File: src/rtl/apb_haptic_pwm.sv
// APB3 slave driving a vibration-motor PWM with shadowed duty/period and an ON/OFF burst sequencer.
// Build option: define HAPTIC_RAMP_EN to ramp the effective duty up from 0 on every ON entry.
module apb_haptic_pwm #(
  parameter int PWM_W          = 16,
  parameter int DEFAULT_PERIOD = 1000,
  parameter int BURST_W        = 8
) (
  input  logic        PCLK,
  input  logic        PRESERN,
  input  logic        PSEL,
  input  logic        PENABLE,
  input  logic        PWRITE,
  input  logic [31:0] PADDR,
  input  logic [31:0] PWDATA,
  output logic [31:0] PRDATA,
  output logic        PREADY,
  output logic        PSLVERR,
  output logic        motor_pwm
);

  typedef enum logic [1:0] {
    ST_IDLE = 2'd0,
    ST_ON   = 2'd1,
    ST_OFF  = 2'd2
  } state_t;

  localparam logic [PWM_W-1:0]   CNT_ZERO = {PWM_W{1'b0}};
  localparam logic [BURST_W-1:0] REM_ZERO = {BURST_W{1'b0}};

  logic [2:0]         offset_s;
  logic               access_s;
  logic               wr_s;
  logic               wr_ctrl_s;
  logic               wr_duty_s;
  logic               wr_period_s;
  logic               wr_onoff_s;
  logic               wr_burst_s;
  logic               en_next_s;
  logic               busy_s;
  logic               wrap_s;
  logic               load_s;
  logic               unused_s;

  logic               ctrl_en_r;
  logic [PWM_W-1:0]   duty_stage_r;
  logic [PWM_W-1:0]   period_stage_r;
  logic [PWM_W-1:0]   duty_act_r;
  logic [PWM_W-1:0]   period_act_r;
  logic [PWM_W-1:0]   duty_eff_s;
  logic [15:0]        on_ticks_r;
  logic [15:0]        off_ticks_r;
  logic [15:0]        on_eff_s;
  logic [15:0]        off_eff_s;
  logic [BURST_W-1:0] burst_r;
  logic [31:0]        rem_ext_s;

  state_t             state_r;
  state_t             state_nxt_s;
  logic [PWM_W-1:0]   cnt_r;
  logic [PWM_W-1:0]   cnt_nxt_s;
  logic [PWM_W-1:0]   cnt_adv_s;
  logic [15:0]        tick_r;
  logic [15:0]        tick_nxt_s;
  logic [16:0]        tick_inc_s;
  logic [BURST_W-1:0] remaining_r;
  logic [BURST_W-1:0] rem_nxt_s;
  logic               cont_r;
  logic               cont_nxt_s;
  logic               motor_pwm_r;

  assign offset_s    = PADDR[4:2];
  assign access_s    = PSEL & PENABLE;
  assign PSLVERR     = access_s & (offset_s > 3'd5);
  assign PREADY      = 1'b1;
  assign wr_s        = access_s & PWRITE & (offset_s <= 3'd5);
  assign wr_ctrl_s   = wr_s & (offset_s == 3'd0);
  assign wr_duty_s   = wr_s & (offset_s == 3'd1);
  assign wr_period_s = wr_s & (offset_s == 3'd2);
  assign wr_onoff_s  = wr_s & (offset_s == 3'd3);
  assign wr_burst_s  = wr_s & (offset_s == 3'd4);
  assign en_next_s   = wr_ctrl_s ? PWDATA[0] : ctrl_en_r;

  assign busy_s     = (state_r != ST_IDLE);
  assign rem_ext_s  = 32'(remaining_r);
  assign unused_s   = ^{PADDR[31:5], PADDR[1:0], rem_ext_s[31:8]};
  assign on_eff_s   = (on_ticks_r == 16'd0) ? 16'd1 : on_ticks_r;
  assign off_eff_s  = (off_ticks_r == 16'd0) ? 16'd1 : off_ticks_r;
  assign tick_inc_s = {1'b0, tick_r} + 17'd1;

  // A zero period never wraps, so the shadow is allowed through while it is held there
  assign wrap_s    = (period_act_r != CNT_ZERO) && (cnt_r == period_act_r - PWM_W'(1));
  assign load_s    = (state_r == ST_IDLE) || wrap_s || (period_act_r == CNT_ZERO);
  assign cnt_adv_s = (wrap_s || (period_act_r == CNT_ZERO)) ? CNT_ZERO : cnt_r + PWM_W'(1);

`ifdef HAPTIC_RAMP_EN
  logic [PWM_W-1:0] ramp_r;

  assign duty_eff_s = (ramp_r < duty_act_r) ? ramp_r : duty_act_r;

  // Duty ramp: cleared outside ON, steps once per period towards the active duty
  always_ff @(posedge PCLK) begin
    if (PRESERN) begin
      ramp_r <= CNT_ZERO;
    end else if ((state_r != ST_ON) || wr_burst_s) begin
      ramp_r <= CNT_ZERO;
    end else if (ramp_r > duty_act_r) begin
      ramp_r <= duty_act_r;
    end else if (wrap_s && (ramp_r < duty_act_r)) begin
      ramp_r <= ramp_r + PWM_W'(1);
    end else begin
      ramp_r <= ramp_r;
    end
  end
`else
  assign duty_eff_s = duty_act_r;
`endif

  // APB register writes plus the staging-to-active transfer at period boundaries
  always_ff @(posedge PCLK) begin
    if (PRESERN) begin
      ctrl_en_r      <= 1'b0;
      duty_stage_r   <= CNT_ZERO;
      period_stage_r <= PWM_W'(DEFAULT_PERIOD);
      duty_act_r     <= CNT_ZERO;
      period_act_r   <= PWM_W'(DEFAULT_PERIOD);
      on_ticks_r     <= 16'd0;
      off_ticks_r    <= 16'd0;
      burst_r        <= REM_ZERO;
    end else begin
      if (wr_ctrl_s)   ctrl_en_r      <= PWDATA[0];
      if (wr_duty_s)   duty_stage_r   <= PWDATA[PWM_W-1:0];
      if (wr_period_s) period_stage_r <= PWDATA[PWM_W-1:0];
      if (wr_onoff_s) begin
        on_ticks_r  <= PWDATA[15:0];
        off_ticks_r <= PWDATA[31:16];
      end
      if (wr_burst_s)  burst_r        <= PWDATA[BURST_W-1:0];
      if (load_s) begin
        duty_act_r   <= duty_stage_r;
        period_act_r <= period_stage_r;
      end
    end
  end

  // Sequencer state register
  always_ff @(posedge PCLK) begin
    if (PRESERN) begin
      state_r     <= ST_IDLE;
      cnt_r       <= CNT_ZERO;
      tick_r      <= 16'd0;
      remaining_r <= REM_ZERO;
      cont_r      <= 1'b0;
    end else begin
      state_r     <= state_nxt_s;
      cnt_r       <= cnt_nxt_s;
      tick_r      <= tick_nxt_s;
      remaining_r <= rem_nxt_s;
      cont_r      <= cont_nxt_s;
    end
  end

  // Sequencer next state: disable wins, then a BURST write restarts, then normal ticking
  always_comb begin
    state_nxt_s = state_r;
    cnt_nxt_s   = cnt_r;
    tick_nxt_s  = tick_r;
    rem_nxt_s   = remaining_r;
    cont_nxt_s  = cont_r;
    if (!en_next_s) begin
      state_nxt_s = ST_IDLE;
      cnt_nxt_s   = CNT_ZERO;
      tick_nxt_s  = 16'd0;
      rem_nxt_s   = REM_ZERO;
    end else if (wr_burst_s) begin
      state_nxt_s = ST_ON;
      cnt_nxt_s   = CNT_ZERO;
      tick_nxt_s  = 16'd0;
      rem_nxt_s   = PWDATA[BURST_W-1:0];
      cont_nxt_s  = (PWDATA[BURST_W-1:0] == REM_ZERO);
    end else begin
      case (state_r)
        ST_IDLE: begin
          cnt_nxt_s  = CNT_ZERO;
          tick_nxt_s = 16'd0;
        end
        ST_ON: begin
          cnt_nxt_s = cnt_adv_s;
          if (wrap_s) begin
            if (tick_inc_s >= {1'b0, on_eff_s}) begin
              tick_nxt_s  = 16'd0;
              state_nxt_s = cont_r ? ST_ON : ST_OFF;
            end else begin
              tick_nxt_s = tick_inc_s[15:0];
            end
          end else begin
            tick_nxt_s = tick_r;
          end
        end
        ST_OFF: begin
          cnt_nxt_s = cnt_adv_s;
          if (wrap_s) begin
            if (tick_inc_s >= {1'b0, off_eff_s}) begin
              tick_nxt_s = 16'd0;
              if (remaining_r <= BURST_W'(1)) begin
                rem_nxt_s   = REM_ZERO;
                state_nxt_s = ST_IDLE;
              end else begin
                rem_nxt_s   = remaining_r - BURST_W'(1);
                state_nxt_s = ST_ON;
              end
            end else begin
              tick_nxt_s = tick_inc_s[15:0];
            end
          end else begin
            tick_nxt_s = tick_r;
          end
        end
        default: begin
          state_nxt_s = ST_IDLE;
          cnt_nxt_s   = CNT_ZERO;
          tick_nxt_s  = 16'd0;
        end
      endcase
    end
  end

  // Registered motor drive; low everywhere except the high part of an ON period
  always_ff @(posedge PCLK) begin
    if (PRESERN) begin
      motor_pwm_r <= 1'b0;
    end else begin
      motor_pwm_r <= (state_r == ST_ON) && (cnt_r < duty_eff_s);
    end
  end

  assign motor_pwm = motor_pwm_r;

  // Read mux; DUTY/PERIOD read back the staged values firmware last wrote
  always_comb begin
    PRDATA = 32'd0;
    case (offset_s)
      3'd0:    PRDATA = {31'd0, ctrl_en_r};
      3'd1:    PRDATA = 32'(duty_stage_r);
      3'd2:    PRDATA = 32'(period_stage_r);
      3'd3:    PRDATA = {off_ticks_r, on_ticks_r};
      3'd4:    PRDATA = 32'(burst_r);
      3'd5:    PRDATA = {16'd0, rem_ext_s[7:0], 7'd0, busy_s};
      default: PRDATA = 32'd0;
    endcase
  end

endmodule
File: config.mk
export PLATFORM = sky130hd
export DESIGN_NAME = apb_haptic_pwm
export DESIGN_NICKNAME = d
export VERILOG_FILES = /design/src/rtl/apb_haptic_pwm.sv
export SDC_FILE = /design/constraint.sdc
export NUM_CORES = 1
export LEC_CHECK = 0
export CAP_MARGIN = 20
export CORE_ASPECT_RATIO = 1.2
export CORE_MARGIN = 2
export CORE_UTILIZATION = 39
export DETAILED_ROUTE_END_ITERATION = 8
export GPL_ROUTABILITY_DRIVEN = 0
export HOLD_SLACK_MARGIN = 0.02
export PLACE_DENSITY = 0.71
export RECOVER_POWER = 50
export SYNTH_ARGS = -nofsm -noshare
export SYNTH_HDL_FRONTEND = slang
export SYNTH_SLANG_ARGS = --single-unit
File: constraint.sdc
create_clock -name PCLK -period 6.4 [get_ports PCLK]
set_input_delay 1.6 -clock PCLK [delete_from_list [all_inputs] [get_ports PCLK]]
set_output_delay 1.6 -clock PCLK [all_outputs]
set_load 0.02 [all_outputs]
; ---- Yosys cells after proc, flatten, opt, wreduce, memory -nomap -nowiden
; Index checks and enable logic that the tools add are counted.
[op_classes]
add_sub_neg = 4
order_cmp = 6
eq_ne = 17
mux = 22
bitwise = 12
n_reduce_logical = 25
[op_table]
columns = operator, n
row1 = $pmux W32 S6, 1
row2 = $mux W16, 6
row3 = $logic_not A16 Y1, 3
row4 = $mux W8, 5
row5 = $ge A17 B16 Y1, 2
row6 = $pmux W16 S2, 1
row7 = $add A16 B1 Y17 const B, 1
row8 = $add A16 B1 Y16 const B, 1
row9 = $eq A16 B16 Y1, 1
row10 = $lt A16 B16 Y1, 1
row11 = $reduce_bool A16 Y1, 1
row12 = $sub A16 B1 Y16 const B, 1
row13 = $ne A3 B3 Y1 const B, 4
row14 = $mux W2, 5
row15 = $ne A2 B2 Y1 const B, 5
row16 = $reduce_and A5 Y1, 2
row17 = $and A1 B1 Y1, 9
row18 = $le A8 B1 Y1 const B, 1
row19 = $logic_not A8 Y1, 1
row20 = $reduce_bool A2 Y1, 4
row21 = $sub A8 B1 Y8 const B, 1
row22 = $eq A3 B2 Y1 const B, 2
row23 = $eq A3 B3 Y1 const B, 2
row24 = $pmux W2 S3, 1
row25 = other kinds (16), 25
[totals]
register_bits = 149
input_bits = 69
out_inout_bits = 35
word_cells = 101

; ---- Logic depth before layout (Yosys ltp)
; Gate-level depths: netlist of run 1.
[logic_depth]
depth_word = 7
mapped_depth = 17
mapped_depth_nobuf = 14

; ---- Least setup slack after synthesis of run 1
; No wires, ideal clock.
[synth_path]
kind = in2out
from = in PADDR[3]
to = out PRDATA[10]
arrival_ns = 3.088
required_time_ns = 4.800
setup_slack_ns = 1.712
cell_stages = 6
path_buffers = 3
cell_sequence = clkbuf_1 nor2b_1 clkbuf_1 clkbuf_1 a22oi_1 o21ai_0
[synth_via]
elab_chain_cells = 2
elab_cells_between_ends = 7
classes_between = eq/ne (5) / mux (1) / reduce/logical (1)
[synth_lines]
columns = element, line_no
row1 = from (decl), 13  ; input logic [31:0] PADDR,
row2 = $eq A3 B3 Y1 (tied with other cells), 241  ; case (offset_s)
row3 = $pmux W32 S6 (*), 241
row4 = to (decl), 15  ; output logic [31:0] PRDATA,
; Every way passes the cells marked *; elsewhere a longest branch is shown, timed or not.

; ---- Final worst setup path of run 1
[layout_path]
from = in PADDR[2]
to = out PRDATA[4]
; The elaborated chain is that of the path after synthesis.

==> out/qor.csv, run 1 <==
stage;metric;value;unit
status;status;finished with violations;
status;failing checks;capacitance limit, slew limit;
yosys;syn_nets;1197;
yosys;post-synth design cell area;8462;sq um
die;core box area;21480;sq um
global_routing;first-pass GRT wire length;37.71;mm
clock_tree;Post-CTS Setup Bufs;0;
clock_tree;CTS tree;yes;
timing;crit path time final;5.574;ns
critical_path;Critical Path Fanout Max;14;
critical_path;critical-path cell list;dlygate4sd3_1, nor3b_1, nand2_1, o21ai_0, clkdlybuf4s50_1;
timing;Fin Hold WS;0.4610;ns
clock_tree;CTS H-tree depth;4;
die;# IOs;104;
run;Max Cap Viol;1;
yosys;Syn Area/Cell;7.886;sq um
yosys;asr flop ratio synth;0;
cells_and_area;Register Area;2983;sq um
drt;total number of vias;7875;
die;initial core utilization;0.3939;
power_and_ir_drop;maximum VDD drop;0.0001757;V
clock_tree;root buffer cell;clkbuf_16;
yosys;Syn Inst Count;1073;
place;Post-Place Cell Area;9448;sq um
power_and_ir_drop;PwrDens;200.3;nW/um^2
clock_tree;CTS-repair resized insts;0;
worst_hold_path;hold path cells;2;
timing;relative slew slack;-1.557;
cells_and_area;layout cells sized above 1;0.06579;
power_and_ir_drop;Leak;3.692;nW
timing;setup TNS;0;ns
clock_tree;clk buf depth;2;
timing;maximum achievable frequency;0.1794;GHz
cells_and_area;Multi-input gate area;5030;sq um
power_and_ir_drop;P_sw;0.5137;mW
yosys;sequential share of the synthesized area;0.3525;
yosys;Synth cell types;63;
critical_path;critical path required time;4.80;ns
place;port bufs;73;
timing;final setup fails;0;
critical_path;kind of critical path;primary input to output port;
timing;final hold violations;0;
power_and_ir_drop;Gate power share;0.052;
clock_tree;Clk Latency, worst-skew pair;0.43;ns
critical_path;worst r2r path cells;11;
clock_tree;CTS Buf Count;17;
timing;Clock Skew;0.009955;ns
timing;Slew Viols, Final;93;
cells_and_area;fill count;2088;
clock_tree;CTS hold repair buffers;0;
worst_hold_path;HP Class;flop to flop;
drt;violation count after the first detailed-route iteration;598;
clock_tree;CTS Sinks;149;
yosys;EDFF count, synth;0;
place;DP Wirelength;17.47;mm
drt;ANT nets after route;0;
global_routing;GRT Total Usage;0.2064;
die;die area;22900;sq um
timing;fin crit share;0.8710;
global_routing;initial antenna violation count;0;
yosys;synthesized flop and latch total;149;
timing;worst-margin pin slew;3.836;ns
global_routing;total grt overflow;0;
drt;drc violations;0;
global_routing;largest net degree at the start of global routing;93;
cells_and_area;final instance area;9993;sq um
critical_path;crit start category;primary input;
drt;DR pass1 iterations;5;
drt;final wirelength;23.93;mm
global_routing;vias in the first global route;7310;
power_and_ir_drop;Internal;1.488;mW
die;DIE WIDTH;138.5;um
drt;post-DR wirelength/cell;16.92;um
yosys;Top FF cell, synth;dfxtp_1;
critical_path;slowest stage delay, CP;0.74;ns
cells_and_area;# diodes;0;
cells_and_area;synth-to-layout area growth;18.10;%
power_and_ir_drop;Clk pwr share;0.480;
critical_path;crit end category;output port;
clock_tree;Reg clk slew, reported paths;0.07;ns
power_and_ir_drop;sequential power share;0.468;
power_and_ir_drop;switch share;0.2566;
die;Row Count;59;
timing;RSZ-0062 raised after global routing;no;
critical_path;WP data arrival;3.97;ns
die;Die Ht;165.4;um
cells_and_area;nets;1251;
drt;vias per cell;5.569;
yosys;yosys warns;0;
critical_path;critical path's slowest cell;nor3b_1;
-- power groups by stage --
stage | sequential (mW) | clock, mW | combinational (mW)
after floorplan | 0.955 | 0 | 0.0505
after global placement | 0.957 | 0 | 0.103
after detailed placement | 0.957 | 0 | 0.103
after CTS | 0.936 | 0.972 | 0.104
after global routing | 0.936 | 1.01 | 0.111
final | 0.936 | 0.961 | 0.105
-- cell usage after synthesis (7+ instances only) --
| cell type | number | area [sq um] |
|---|---|---|
| a31oi_1 | 7 | 43.79 |
| nor4_1 | 16 | 100.1 |
| ha_1 | 55 | 688.2 |
| xor2_1 | 17 | 148.9 |
| nand2_1 | 188 | 705.7 |
| mux2i_1 | 37 | 370.4 |
| clkbuf_1 | 47 | 176.4 |
| xnor2_1 | 28 | 245.2 |
| mux2_2 | 17 | 191.4 |
| nand3_1 | 23 | 115.1 |
| dfxtp_1 | 149 | 2983 |
| a21oi_1 | 96 | 480.5 |
| nor2_1 | 104 | 390.4 |
| a22oi_1 | 17 | 127.6 |
| nand4_1 | 23 | 143.9 |
| nor3_1 | 20 | 100.1 |
| inv_1 | 63 | 236.5 |
| o31ai_1 | 7 | 52.55 |
| o21ai_0 | 39 | 195.2 |
| nand3b_1 | 10 | 75.07 |
| and3_1 | 13 | 81.33 |
-- cell usage in the layout, fill, tap and decap left out, drive strengths merged, types with 3 or more instances in the layout --
master           n
o31a             3
clkinv           4
clkdlybuf4s50   69
xnor2           28
a31oi            7
xor2            17
nor4            16
and4             4
a32o             4
dlygate4sd3      3
buf             13
nand4           23
nand2b           4
o31ai            7
nor2b            3
or3              5
nand3           23
nor2           104
or4              4
ha              55
nand2          188
a21boi           5
mux2            17
o311ai           3
inv             72
dfxtp          149
nor3b            5
a22oi           17
a21oi           96
a21o             5
o21ai           39
and3            13
nand3b          10
clkbuf          22
mux2i           37
nor3            21
o211ai           5
-- layout make-up --
| type | instances | area share |
|---|---|---|
| well taps | 274 | 0.03431 |
| flip-flops and latches | 149 | 0.2985 |
| repair buffers | 90 | 0.08389 |
| multi-input cells | 806 | 0.5033 |
| clock buffers | 17 | 0.04257 |
| inverters | 63 | 0.02366 |
| clock inverters | 15 | 0.01377 |
-- cell families (layout without fill, tap and decap cells) --
family | after synthesis | after routing | share of synthesized area
muxes | 54 | 54 | 0.06639
xor gates and xnor gates | 46 | 46 | 0.04924
and+or+nand+nor | 435 | 435 | 0.2370
other | 1 | 1 | 0.0004432
AOI/OAI and AO/OA | 215 | 215 | 0.1584
buffers and inverters | 118 | 185 | 0.05471
DFF | 149 | 149 | 0.3525
adders and majority gates | 55 | 55 | 0.08132
-- registers in the layout, indices dropped and copies added (netlist names) --
signal          flops
burst_r             8
cnt_r              16
cont_r              1
ctrl_en_r           1
duty_act_r         16
duty_stage_r       16
motor_pwm           1
off_ticks_r        16
on_ticks_r         16
period_act_r       16
period_stage_r     16
remaining_r         8
state_r             2
tick_r             16
-- layer usage --
metal,wire (um),GRT usage,part of all wire
met5,0,0,0
met2,11620,0.3627,0.49
met4,635,0.07699,0.027
met3,1264,0.03085,0.053
met1,10410,0.2578,0.44
-- worst max-delay path: cells and delay by family --
kind / cells / cell delay (ns)
compound gates: 1 / 0.13
buf+inv: 2 / 1.37
simple gates: 2 / 0.87
-- stage by stage --
step / util / instances / worst slack [ns] / power, mW
CTS: 0.4660 / 1412 / 0.8546 / 2.012
finish: 0.4652 / 1414 / 0.8258 / 2.002
global route: 0.4652 / 1414 / 0.6417 / 2.057
floorplan: - / 1073 / 1.712 / 1.006
global placement: 0.4398 / 1380 / 0.8447 / 1.060
detailed placement: 0.4398 / 1380 / 0.8921 / 1.060
-- worst paths after layout --
| kind | from | to | slack [ns] |
|---|---|---|---|
| worst max-delay path | PADDR[2] | PRDATA[4] | 0.83 |
| worst min-delay path | burst_r[0]$_SDFFE_PP0P_ | burst_r[0]$_SDFFE_PP0P_ | 0.46 |
| worst max register to register | period_act_r[0]$_SDFFE_PP0P_ | cnt_r[4]$_SDFF_PP0_ | 1.88 |
| worst min register to register | burst_r[0]$_SDFFE_PP0P_ | burst_r[0]$_SDFFE_PP0P_ | 0.46 |
Power figures use the tool's default switching activity.
==> run 2: changes to the inputs <==
Settings changed: CORE_MARGIN 2 to 1.
==> run 2 against run 1 <==
  * The run still ends with capacitance limit, slew limit left
  * Register-to-register slack better by 0.17 ns
  * Flip-flop and latch count unchanged
  * Cell count down 0.14%
  * Critical endpoint is now PRDATA[22]
  * Largest cell class unchanged
==> out/qor.csv, run 2 (same netlist as run 1, synthesis figures left out) <==
stage;metric;value;unit
status;status;finished with violations;
status;failing checks;capacitance limit, slew limit;
drt;final wirelength;24.06;mm
timing;crit path time final;5.876;ns
global_routing;first-pass GRT wire length;39.28;mm
critical_path;critical path required time;4.80;ns
timing;relative slew slack;-1.347;
timing;Clock Skew;0.009123;ns
clock_tree;Post-CTS Setup Bufs;0;
timing;setup TNS;0;ns
critical_path;Critical Path Fanout Max;16;
place;port bufs;73;
cells_and_area;final instance area;10080;sq um
clock_tree;Clk Latency, worst-skew pair;0.43;ns
clock_tree;CTS Sinks;149;
timing;final hold violations;0;
global_routing;largest net degree at the start of global routing;86;
critical_path;WP data arrival;4.28;ns
drt;post-DR wirelength/cell;17.04;um
clock_tree;CTS hold repair buffers;0;
power_and_ir_drop;sequential power share;0.441;
clock_tree;Reg clk slew, reported paths;0.07;ns
critical_path;worst r2r path cells;13;
global_routing;GRT Total Usage;0.2264;
critical_path;worst setup path end;PRDATA[22];
power_and_ir_drop;P_sw;0.5155;mW
cells_and_area;# diodes;0;
die;initial core utilization;0.4007;
critical_path;slowest stage delay, CP;0.93;ns
critical_path;critical path depth;6;
place;DP Wirelength;17.33;mm
drt;drc violations;0;
cells_and_area;commonest non-fill, non-tap cells in the layout;nand2_1, dfxtp_1, nor2_1;
power_and_ir_drop;Internal;1.608;mW
clock_tree;CTS Buf Count;17;
die;DIE WIDTH;136.5;um
power_and_ir_drop;Leak;3.734;nW
drt;violation count after the first detailed-route iteration;534;
drt;vias per cell;5.623;
cells_and_area;synth-to-layout area growth;19.07;%
drt;total number of vias;7940;
global_routing;total grt overflow;0;
global_routing;vias in the first global route;7536;
die;die area;22290;sq um
critical_path;kind of critical path;primary input to output port;
timing;maximum achievable frequency;0.1702;GHz
clock_tree;clk buf depth;2;
critical_path;register-to-register setup slack;2.05;ns
run;Max Cap Viol;1;
timing;fin crit share;0.9182;
critical_path;WP buf/inv;4;
critical_path;worst r2r src;tick_r[0]$_SDFFE_PP0P_;
place;Post-Place Cell Area;9458;sq um
clock_tree;root buffer cell;clkbuf_16;
timing;Slew Viols, Final;86;
drt;DR pass1 iterations;5;
worst_hold_path;Worst Hold Launch;burst_r[5]$_SDFFE_PP0P_;
timing;RSZ-0062 raised after global routing;no;
die;core box area;21120;sq um
die;Row Count;58;
power_and_ir_drop;switch share;0.2427;
cells_and_area;layout cells sized above 1;0.06743;
cells_and_area;most common cell after layout, fill and taps aside;nand2_1;
power_and_ir_drop;maximum VDD drop;0.0001503;V
power_and_ir_drop;Clk pwr share;0.510;
die;# IOs;104;
die;Die Ht;163.4;um
global_routing;initial antenna violation count;0;
power_and_ir_drop;Total Power;2.124;mW
cells_and_area;nets;1253;
clock_tree;CTS tree;yes;
power_and_ir_drop;PwrDens;210.8;nW/um^2
power_and_ir_drop;Gate power share;0.049;
clock_tree;CTS H-tree depth;4;
cells_and_area;fin cells;1412;
critical_path;end of the worst register-to-register path;remaining_r[1]$_SDFFE_PP0P_;
place;Placed Cells;1378;
critical_path;critical-path cell list;dlygate4sd3_1, clkbuf_1, and3b_1, inv_1, nor2_1, clkdlybuf4s50_1;
clock_tree;CTS-repair resized insts;0;
critical_path;kind of cell adding the most delay to the critical path;buffers and inverters;
critical_path;crit start category;primary input;
critical_path;critical path's slowest cell;dlygate4sd3_1;
timing;final setup fails;0;
worst_hold_path;HP Class;flop to flop;
critical_path;crit end category;output port;
timing;worst-margin pin slew;3.520;ns
drt;ANT nets after route;0;
critical_path;Worst setup startpoint;PADDR[3];
[run 2: power by group through the flow]
stage	Clock, mW	Sequential, mW	Combinational, mW
5_1_grt	1.14	0.936	0.113
6_report	1.08	0.936	0.105
2_1_floorplan	0	0.955	0.0505
3_3_place_gp	0	0.957	0.104
3_5_place_dp	0	0.957	0.104
4_1_cts	1.10	0.936	0.105
[run 2: worst min-delay path: cells and delay by family (launching register included)]
| family | cells | cell delay (ns) |
|---|---|---|
| flops | 1 | 0.31 |
| simple gates | 1 | 0.05 |
| compound gates | 1 | 0.05 |
[run 2: worst min-delay path by stage]
| stage | endpoint | cells past startpoint |
|---|---|---|
| final | burst_r[5]$_SDFFE_PP0P_ | 2 |
| after global routing | burst_r[7]$_SDFFE_PP0P_ | 2 |
| after CTS | burst_r[5]$_SDFFE_PP0P_ | 2 |
| after detailed placement | burst_r[5]$_SDFFE_PP0P_ | 2 |
| after global placement | burst_r[5]$_SDFFE_PP0P_ | 2 |
| after floorplan | burst_r[1]$_SDFFE_PP0P_ | 2 |
[run 2: layer usage]
| layer | share of wire | track usage | up-vias |
|---|---|---|---|
| met5 | 0 | 0 | - |
| met4 | 0.026 | 0.09444 | 0 |
| met3 | 0.056 | 0.03942 | 50 |
| met2 | 0.49 | 0.3740 | 273 |
| met1 | 0.43 | 0.2881 | 3765 |
| li1 | - | - | 3852 |
[run 2: final cells by class]
cell class | instances | area, sq um
timing repair buffer | 92 | 849.6
clock inverter | 15 | 206.4
tap | 270 | 337.8
inverter | 63 | 236.5
fill | 2015 | 11040
clock buffer | 17 | 425.4
sequential | 149 | 2983
multi-input combinational | 806 | 5037
[run 2: through the flow]
step | utilization | hold WS (ns) | worst slack, ns
after global placement | 0.4479 | 0.4425 | 0.8120
after floorplan | - | 0.4366 | 1.712
after detailed placement | 0.4479 | 0.4486 | 0.8110
after CTS | 0.4778 | 0.4577 | 0.8018
final | 0.4771 | 0.4568 | 0.5238
after global routing | 0.4771 | 0.4779 | 0.3570
==> run 3: changes to the inputs <==
Settings changed: GPL_TIMING_DRIVEN set to 0.
==> run 3 against run 2 <==
  * Via count is 1.4% higher
  * Critical path depth stayed put
  * Die area stayed put
  * The run now ends clean
  * Hold slack better by 0.00058 ns
  * Clock skew is 0.0012 ns higher
  * Combinational power hardly changed
  * Clock-buffer cell count is 1 higher
  * Sequential power hardly changed
  * Routed wire length is 5.7% higher
  * Flip-flop and latch count stayed put
  * Total power is 2.1% lower
  * Critical path type unchanged
==> out/qor.csv, run 3 (same netlist as run 1, synthesis figures left out) <==
stage;metric;value;unit
status;status;complete, no violations;
clock_tree;CTS Buf Count;17;
worst_hold_path;HP Class;flop to flop;
drt;final wirelength;25.44;mm
clock_tree;CTS Sinks;149;
timing;crit path time final;5.838;ns
cells_and_area;Final Core Density;0.4782;
drt;violation count after the first detailed-route iteration;621;
global_routing;GRT Total Usage;0.2340;
cells_and_area;nets;1289;
drt;DR pass1 iterations;5;
die;Row Count;58;
cells_and_area;Register Area;2983;sq um
power_and_ir_drop;Gate power share;0.052;
global_routing;grt met3 use;0.03321;
global_routing;initial antenna violation count;0;
place;pre-CTS setup slack;0.7431;ns
die;DIE WIDTH;136.5;um
place;Post-Place Cell Area;9515;sq um
drt;drc violations;0;
place;port bufs;71;
critical_path;worst r2r path cells;13;
timing;RSZ-0062 raised after global routing;no;
clock_tree;Reg clk slew, reported paths;0.07;ns
global_routing;first-pass GRT wire length;40.05;mm
place;DP Wirelength;19.56;mm
critical_path;register-to-register setup slack;1.86;ns
drt;total number of vias;8050;
die;# IOs;104;
clock_tree;CTS-repair resized insts;0;
global_routing;GRT met1 Usage;0.2907;
die;die area;22290;sq um
critical_path;kind of critical path;primary input to output port;
global_routing;vias in the first global route;7617;
critical_path;worst r2r src;period_act_r[0]$_SDFFE_PP0P_;
clock_tree;Clk Latency, worst-skew pair;0.43;ns
timing;setup TNS;0;ns
critical_path;WP data arrival;4.24;ns
critical_path;crit start category;primary input;
drt;post-DR wirelength/cell;17.58;um
critical_path;end of the worst register-to-register path;duty_act_r[9]$_SDFFE_PP0P_;
power_and_ir_drop;maximum VDD drop;0.0001313;V
critical_path;crit end category;output port;
timing;final setup fails;0;
cells_and_area;most common cell after layout, fill and taps aside;nand2_1;
worst_hold_path;hold path cells;2;
timing;final hold violations;0;
place;Placed Cells;1415;
drt;vias per cell;5.563;
timing;fin crit share;0.9122;
power_and_ir_drop;Leak;3.716;nW
clock_tree;CTS tree;yes;
die;core box area;21120;sq um
timing;Fin Hold WS;0.4574;ns
timing;Clock Skew;0.01029;ns
timing;Slew Viols, Final;0;
worst_hold_path;hold path endpoint;burst_r[1]$_SDFFE_PP0P_;
power_and_ir_drop;Internal;1.592;mW
cells_and_area;# diodes;0;
worst_hold_path;Worst Hold Launch;burst_r[1]$_SDFFE_PP0P_;
global_routing;GRT Max-Usage Layer;met2;
cells_and_area;final instance area;10100;sq um
global_routing;largest net degree at the start of global routing;17;
critical_path;critical path required time;4.80;ns
power_and_ir_drop;PwrDens;205.8;nW/um^2
die;initial core utilization;0.4007;
cells_and_area;commonest non-fill, non-tap cells in the layout;nand2_1, dfxtp_1, nor2_1;
timing;relative slew slack;0.3110;
cells_and_area;synth-to-layout area growth;19.34;%
cells_and_area;fill count;2032;
power_and_ir_drop;Total Power;2.078;mW
timing;worst-margin pin slew;1.029;ns
cells_and_area;Multi-input gate area;5005;sq um
power_and_ir_drop;P_sw;0.4857;mW
clock_tree;CTS hold repair buffers;0;
timing;Setup WS post-layout;0.5617;ns
power_and_ir_drop;switch share;0.2337;
run;Max Cap Viol;0;
clock_tree;clk buf depth;2;
clock_tree;Post-CTS Setup Bufs;0;
drt;ANT nets after route;0;
global_routing;GR Util met2;0.3941;
cells_and_area;fin cells;1447;
clock_tree;root buffer cell;clkbuf_16;
global_routing;total grt overflow;0;
clock_tree;CTS H-tree depth;4;
critical_path;Critical Path Fanout Max;10;
timing;maximum achievable frequency;0.1713;GHz
die;Die Ht;163.4;um
power_and_ir_drop;sequential power share;0.451;
power_and_ir_drop;Clk pwr share;0.497;
cells_and_area;layout cells sized above 1;0.05268;
==> run 3: power groups by stage <==
stage               clock [mW]  combinational (mW)  sequential, mW
floorplan                    0              0.0505           0.955
global placement             0               0.106           0.957
detailed placement           0               0.106           0.957
CTS                       1.04               0.107           0.937
global route              1.08               0.115           0.937
finish                    1.03               0.108           0.937
==> run 3: worst max-delay path by stage <==
stage / startpoint / slack, ns / cells after the start / end
after global routing: PADDR[4] / 0.35 / 6 / PRDATA[4]
final: PADDR[4] / 0.56 / 6 / PRDATA[7]
after detailed placement: PADDR[4] / 0.74 / 6 / PRDATA[7]
after CTS: PADDR[4] / 0.72 / 6 / PRDATA[7]
after global placement: PADDR[4] / 0.75 / 6 / PRDATA[7]
after floorplan: PADDR[3] / 1.71 / 6 / PRDATA[10]
==> run 3: per-layer routing <==
metal  up-vias  part of all wire  wire length, um
met1      3757              0.43            10950
met5         -                 0                0
met2       290              0.48            12170
met3        64             0.054             1377
li1       3939                 -                -
met4         0             0.037              945
==> run 3: area by class of cell <==
type                    instances  share of cell area
plain buffers                  55             0.02168
clock buffers                  18             0.04250
clock inverters                13             0.01673
inverters                      63             0.02342
multi-input cells             806              0.4956
flip-flops and latches        149              0.2954
well taps                     270             0.03345
repair buffers                 73             0.07124
==> run 3: worst max-delay path: stages <==
cell	delay (ns)
dlygate4sd3_1	0.58
clkbuf_1	0.31
nor3b_1	0.85
nand2_1	0.10
o21ai_0	0.14
clkdlybuf4s50_1	0.66
